**src/rtl/seq_pkg.sv**
```systemverilog
// Shared definitions for instr_sequencer: opcodes, FSM encoding, instruction field positions.
package seq_pkg;

  localparam logic [3:0] OP_NOP  = 4'd0;
  localparam logic [3:0] OP_ADD  = 4'd1;
  localparam logic [3:0] OP_SUB  = 4'd2;
  localparam logic [3:0] OP_AND  = 4'd3;
  localparam logic [3:0] OP_OR   = 4'd4;
  localparam logic [3:0] OP_XOR  = 4'd5;
  localparam logic [3:0] OP_LOAD = 4'd6;
  localparam logic [3:0] OP_LDI  = 4'd7;
  localparam logic [3:0] OP_JMP  = 4'd8;
  localparam logic [3:0] OP_BEQZ = 4'd9;
  localparam logic [3:0] OP_HALT = 4'd15;

  typedef enum logic [2:0] {
    S_FETCH  = 3'd0,
    S_DECODE = 3'd1,
    S_EXEC   = 3'd2,
    S_MEM    = 3'd3,
    S_WB     = 3'd4,
    S_HALT   = 3'd5
  } state_t;

  localparam int OP_HI  = 15;
  localparam int OP_LO  = 12;
  localparam int RD_HI  = 11;
  localparam int RD_LO  = 9;
  localparam int RS1_HI = 8;
  localparam int RS1_LO = 6;
  localparam int RS2_HI = 5;
  localparam int RS2_LO = 3;
  localparam int IMM_HI = 8;
  localparam int IMM_LO = 0;

  function automatic logic is_alu_op(input logic [3:0] op);
    return (op >= OP_ADD) && (op <= OP_XOR);
  endfunction

  function automatic logic is_illegal(input logic [3:0] op);
    return (op > OP_BEQZ) && (op < OP_HALT);
  endfunction

endpackage

```
**src/rtl/seq_alu.sv**
```systemverilog
// Combinational ALU for the sequencer; non-ALU opcodes yield zero.
module seq_alu
  import seq_pkg::*;
#(
  parameter int DATA_W = 16
) (
  input  logic [3:0]        op,
  input  logic [DATA_W-1:0] a,
  input  logic [DATA_W-1:0] b,
  output logic [DATA_W-1:0] y
);

  always_comb begin
    y = '0;
    case (op)
      OP_ADD:  y = a + b;
      OP_SUB:  y = a - b;
      OP_AND:  y = a & b;
      OP_OR:   y = a | b;
      OP_XOR:  y = a ^ b;
      default: y = '0;
    endcase
  end

endmodule

```
**src/rtl/instr_sequencer.sv**
```systemverilog
// Fetch/decode/execute controller driving an 8x16 register file, with a handshaked LOAD path.
// Optional SEQ_RETIRE_CNT_EN adds a 16-bit retired-instruction counter output.
module instr_sequencer
  import seq_pkg::*;
#(
  parameter int PC_W    = 8,
  parameter int DATA_W  = 16,
  parameter int DMEM_AW = 8
) (
  input  logic               clk,
  input  logic               rst_n,
  output logic [PC_W-1:0]    imem_addr,
  input  logic [15:0]        imem_data,
  output logic [2:0]         rf_read_addr1,
  output logic [2:0]         rf_read_addr2,
  input  logic [DATA_W-1:0]  rf_read_data1,
  input  logic [DATA_W-1:0]  rf_read_data2,
  output logic [2:0]         rf_write_addr,
  output logic               rf_write_en,
  output logic [DATA_W-1:0]  rf_write_data,
  output logic [DMEM_AW-1:0] dmem_addr,
  output logic               dmem_rd_en,
  input  logic [DATA_W-1:0]  dmem_rdata,
  input  logic               dmem_ready,
  output logic               halted,
  output logic               illegal_op
`ifdef SEQ_RETIRE_CNT_EN
  ,
  output logic [15:0]        retire_cnt
`endif
);

  state_t              state;
  logic [PC_W-1:0]     pc;
  logic [15:0]         ir;
  logic [DATA_W-1:0]   result;
  logic [DMEM_AW-1:0]  mem_addr;

  logic [3:0]          op;
  logic [8:0]          imm9;
  logic [PC_W-1:0]     pc_inc;
  logic [PC_W-1:0]     target;
  logic [DATA_W-1:0]   alu_y;
  logic [DATA_W-1:0]   exec_val;

  assign op     = ir[OP_HI:OP_LO];
  assign imm9   = ir[IMM_HI:IMM_LO];
  assign pc_inc = pc + PC_W'(1);
  assign target = PC_W'(imm9);

  // BEQZ tests rd, so operand 1 is steered to the rd field for it.
  assign rf_read_addr1 = (op == OP_BEQZ) ? ir[RD_HI:RD_LO] : ir[RS1_HI:RS1_LO];
  assign rf_read_addr2 = ir[RS2_HI:RS2_LO];

  seq_alu #(.DATA_W(DATA_W)) u_alu (
    .op (op),
    .a  (rf_read_data1),
    .b  (rf_read_data2),
    .y  (alu_y)
  );

  assign exec_val = (op == OP_LDI) ? DATA_W'(imm9) : alu_y;

  always_ff @(posedge clk or negedge rst_n) begin
    if (!rst_n) begin
      state    <= S_FETCH;
      pc       <= '0;
      ir       <= '0;
      result   <= '0;
      mem_addr <= '0;
    end else begin
      case (state)
        S_FETCH:  state <= S_DECODE;
        S_DECODE: begin
          ir    <= imem_data;
          state <= S_EXEC;
        end
        S_EXEC: begin
          result <= exec_val;
          if (is_alu_op(op) || op == OP_LDI) begin
            state <= S_WB;
          end else if (op == OP_LOAD) begin
            // Latched so the address stays put for the whole handshake.
            mem_addr <= rf_read_data1[DMEM_AW-1:0];
            state    <= S_MEM;
          end else if (op == OP_HALT) begin
            state <= S_HALT;
          end else begin
            if (op == OP_JMP)
              pc <= target;
            else if (op == OP_BEQZ && rf_read_data1 == '0)
              pc <= target;
            else
              pc <= pc_inc;
            state <= S_FETCH;
          end
        end
        S_MEM: begin
          if (dmem_ready) begin
            result <= dmem_rdata;
            state  <= S_WB;
          end
        end
        S_WB: begin
          pc    <= pc_inc;
          state <= S_FETCH;
        end
        S_HALT:  state <= S_HALT;
        default: state <= S_FETCH;
      endcase
    end
  end

  assign imem_addr     = pc;
  assign rf_write_en   = (state == S_WB);
  assign rf_write_addr = ir[RD_HI:RD_LO];
  assign rf_write_data = result;
  assign dmem_addr     = mem_addr;
  assign dmem_rd_en    = (state == S_MEM);
  assign halted        = (state == S_HALT);
  assign illegal_op    = (state == S_EXEC) && is_illegal(op);

`ifdef SEQ_RETIRE_CNT_EN
  logic retire_evt;

  assign retire_evt = (state == S_WB) ||
                      ((state == S_EXEC) && !is_alu_op(op) && op != OP_LDI &&
                       op != OP_LOAD && op != OP_HALT);

  always_ff @(posedge clk or negedge rst_n) begin
    if (!rst_n)
      retire_cnt <= '0;
    else if (retire_evt)
      retire_cnt <= retire_cnt + 16'd1;
  end
`endif

endmodule

```
**config.mk**
```make
export PLATFORM = sky130hd
export DESIGN_NAME = instr_sequencer
export DESIGN_NICKNAME = d
export VERILOG_FILES = /design/src/rtl/seq_pkg.sv /design/src/rtl/seq_alu.sv /design/src/rtl/instr_sequencer.sv
export SDC_FILE = /design/constraint.sdc
export NUM_CORES = 1
export LEC_CHECK = 0
export BUFFER_PORTS_ARGS = -buffer_cell sky130_fd_sc_hd__buf_2
export CAP_MARGIN = 15
export CORE_MARGIN = 4
export CORE_UTILIZATION = 45
export DETAILED_ROUTE_END_ITERATION = 8
export PLACE_DENSITY = 0.69
export SLEW_MARGIN = 15
export SYNTH_ARGS = -nofsm -noshare
export SYNTH_HDL_FRONTEND = slang
export SYNTH_SLANG_ARGS = --single-unit
```
**constraint.sdc**
```tcl
create_clock -name clk -period 6.3 [get_ports clk]
set_input_delay 0.315 -clock clk [delete_from_list [all_inputs] [get_ports clk]]
set_output_delay 0.315 -clock clk [all_outputs]
set_load 0.05 [all_outputs]
```
==> impl_metrics.toml <==
[sta]
final_min_period_over_clock_period_pct = 63.9
max_frequency_ghz = 0.248
fin_crit_ns = 4.03
fin_setup_tns_ns = 0
timing.final.max_slew_violations = 0
rsz0062_at_grt = "no"
max_slew.worst_pin.slew_ns = 1.01
timing.max_slew.rel_slack_pct = 32.1
final.hold.worst_slack_ns = 0.0961
setup_viol = 0
final-hold-violation-count = 0
skew_final_ns = 0.0123

[worst_setup_path]
worst-r2r-cell-count = 12
worst-endpoint-arrival_ns = 4.22
worstSetupStartpointType = "register"
setup.worst_path.end_class = "register"
cp-endpoint = "rf_write_data[11]"
setup.worst_path.start = "ir[13]"
endpoint_of_the_worst_register_to_register_path = "rf_write_data[11]"
timing.reg2reg.setup_slack_ns = 2.27
critPathRequiredTime_ns = 6.49
critical_path_peak_fanout = 20
critPathKind = "register to register"
r2r-start = "ir[13]"

[finish]
drive_gt1_share_pct = 27.6
antennaDiodeCount = 0
finish.net_count = 742
final_util_pct = 53.5
multiInputGateArea_um2 = 2970
area_overhead_of_the_layout_relative_to_synthesis_pct = 15.0
count_of_filler_cells_inserted_in_the_layout = 978
seq_area_um2 = 1280

[floorplanning]
die_h_um = 109
ios = 112
core_area_um2 = 9820
initial_core_util_pct = 46.5
std_cell_rows = 36
floorplan.die.width_um = 109
die_area_um2 = 11800

[routing]
drt_first_pass_iters = 5
route.detailed.drc = 0
ant_nets = 0
drt_first_iter_violations = 310
mean_routed_wirelength_per_cell_um = 17.6
post_drt_via_cell_ratio = 5.72
route.vias.total = 4338
total_wirelength_of_the_detailed_routed_design_um = 13300

[logic_synthesis]
post_synthesis_sequential_element_count = 51
ys.warnings.count = 0
synth_nets = 650
yosys.area.top_type = "sky130_fd_sc_hd__dfrtp_1"
ys_seq_area_share_pct = 27.9
post_synth_inst_count = 533
post_synth_instance_area_um2 = 4570
synthesis.area_per_instance_um2 = 8.57
async_flop_share_pct = 100
ys_top_cells_by_area = "sky130_fd_sc_hd__dfrtp_1 28%, sky130_fd_sc_hd__ha_1 13%, sky130_fd_sc_hd__mux2_2 6.9%"
synth_cell_types = 72
synth.top_cell.area_share_pct = 27.9
synth_top_flop_cell = "sky130_fd_sc_hd__dfrtp_1"
synth_enable_flop_cells = 0

[clock_tree]
postCtsResizedCells = 0
cts.hold.buffers_added = 0
cts_tree = "yes"
worst_skew_pair_later_pin_latency_ns = 0.31
tritoncts_num_sinks = 51
post_cts_buffers = 0
cts-buffers-inserted = 5
htree_levels = 2
clk_pin_slew_worst_paths_ns = 0.10
ctsLongestPathBuffers = 2
clock-root-buffer = "sky130_fd_sc_hd__clkbuf_8"

[worst_hold_path]
worstHoldPathType = "input pin to async pin"

[grt]
global_route.overflow_total = 0
grt_max_degree = 52
first_pass_grt_wire_length_um = 21200
grt_antenna_before_repair = 0
first_global_vias = 4061
gr-usage-all-layers_pct = 22.7

[power]
p_leak_nw = 2.46
power.density_cell_area_nw_per_um2 = 493
vdd_drop_max_mv = 0.241

[flow_run]
timing.max_cap.violations = 0

[placement]
gp_routability_congestion = 1.00
numPortBuffers = 111
dp_hpwl_um = 10800

[status]
run_status = "finished, final reports clean"
==> through the flow <==
stage                     worst slack, ns  power, mW  std cells  area [um^2]
after detailed placement             2.40       2.38        751         5150
final                                2.27       2.59        759         5250
after global placement               2.46       2.35        751         5150
after CTS                            2.38       2.59        759         5250
after global routing                 2.04       2.78        759         5250
after floorplan                      3.18       2.00        533         4570
==> routing by layer <==
metal | up-vias | wire length, um | track usage [%]
met5 | - | 0 | 0
met4 | 0 | 252 | 6.22
met3 | 20 | 928 | 2.61
met2 | 168 | 6080 | 36.0
met1 | 2047 | 6060 | 32.7
li1 | 2103 | - | -
==> layout by cell type (no fill, tap or decap), types with 21 or more instances in the layout <==
| cell type | instances |
|---|---|
| sky130_fd_sc_hd__a21oi_1 | 33 |
| sky130_fd_sc_hd__buf_2 | 111 |
| sky130_fd_sc_hd__dfrtp_1 | 51 |
| sky130_fd_sc_hd__ha_1 | 49 |
| sky130_fd_sc_hd__inv_1 | 38 |
| sky130_fd_sc_hd__mux2_2 | 28 |
| sky130_fd_sc_hd__nand2_1 | 45 |
| sky130_fd_sc_hd__nor2_1 | 40 |
| sky130_fd_sc_hd__o21ai_0 | 53 |
| sky130_fd_sc_hd__xnor2_1 | 21 |
==> area by class of cell <==
class	count	share of cell area (%)
Multi-Input combinational cell	412	56.6
Sequential cell	51	24.3
Timing Repair Buffer	116	11.3
Tap cell	133	3.17
Inverter	39	2.79
Clock buffer	5	1.31
Clock inverter	3	0.524
==> Yosys cell counts, types with 4 or more instances <==
| master | number |
|---|---|
| sky130_fd_sc_hd__a221oi_1 | 11 |
| sky130_fd_sc_hd__clkbuf_1 | 6 |
| sky130_fd_sc_hd__dfrtp_1 | 51 |
| sky130_fd_sc_hd__nor3_1 | 7 |
| sky130_fd_sc_hd__a31oi_1 | 9 |
| sky130_fd_sc_hd__nor3b_1 | 6 |
| sky130_fd_sc_hd__a21oi_1 | 34 |
| sky130_fd_sc_hd__o21ai_0 | 54 |
| sky130_fd_sc_hd__nor2_1 | 40 |
| sky130_fd_sc_hd__o21ai_1 | 5 |
| sky130_fd_sc_hd__and3_1 | 4 |
| sky130_fd_sc_hd__buf_2 | 14 |
| sky130_fd_sc_hd__nand2_1 | 45 |
| sky130_fd_sc_hd__nand2b_1 | 6 |
| sky130_fd_sc_hd__xnor2_1 | 21 |
| sky130_fd_sc_hd__ha_1 | 49 |
| sky130_fd_sc_hd__nor4_1 | 6 |
| sky130_fd_sc_hd__mux2_2 | 28 |
| sky130_fd_sc_hd__o22ai_1 | 7 |
| sky130_fd_sc_hd__nor2b_1 | 4 |
| sky130_fd_sc_hd__buf_4 | 7 |
| sky130_fd_sc_hd__inv_1 | 38 |
| sky130_fd_sc_hd__o21a_1 | 5 |
| sky130_fd_sc_hd__a211oi_1 | 7 |
==> state kept, by name, summed over array words and instances (netlist names) <==
| register | count |
|---|---|
| ir | 16 |
| rf_write_data | 16 |
| dmem_addr | 8 |
| imem_addr | 8 |
| state | 3 |
==> power by group <==
part | internal (mW) | switching (mW) | total [mW]
combinational | 0.575 | 1.14 | 1.71
sequential | 0.482 | 0.194 | 0.676
clock | 0.0818 | 0.118 | 0.200
total | 1.14 | 1.45 | 2.59
==> worst min-delay path by stage <==
stage / start / to / slack [ns] / depth (start not counted)
4_1_cts: rst_n / ir[6] / 0.13 / 2
6_report: rst_n / dmem_addr[7] / 0.1 / 2
2_1_floorplan: rst_n / dmem_addr[0] / 0.02 / 0
5_1_grt: rst_n / dmem_addr[7] / 0.15 / 2
3_5_place_dp: rf_write_data[2] / rf_write_data[2] / 0.46 / 2
3_3_place_gp: rf_write_data[2] / rf_write_data[2] / 0.46 / 2
==> logic make-up (layout without fill, tap and decap cells) <==
family	Yosys count	in the layout	synth area share, %
AO/OA/AOI/OAI	167	167	23.8
XOR/XNOR	24	24	4.60
adder cells (fa/ha/maj)	50	50	13.9
buffers and inverters	70	163	7.04
flip-flops	51	51	27.9
multiplexers	30	30	7.34
AND/OR/NAND/NOR	141	141	15.4
==> worst max-delay path, cell delays in order, from the launching register on <==
cell and delay, ns:
sky130_fd_sc_hd__dfrtp_1 0.72, sky130_fd_sc_hd__nand2b_1 0.22, sky130_fd_sc_hd__nor3_2 0.80, sky130_fd_sc_hd__mux2_2 0.44
sky130_fd_sc_hd__inv_1 0.06, sky130_fd_sc_hd__ha_1 0.21, sky130_fd_sc_hd__nor2b_4 0.12, sky130_fd_sc_hd__o31a_1 0.30
sky130_fd_sc_hd__a41oi_2 0.29, sky130_fd_sc_hd__a32o_2 0.29, sky130_fd_sc_hd__xnor2_1 0.09, sky130_fd_sc_hd__a221oi_2 0.25
sky130_fd_sc_hd__o21ai_1 0.08
No activity file was read; power rests on OpenSTA's default activity.
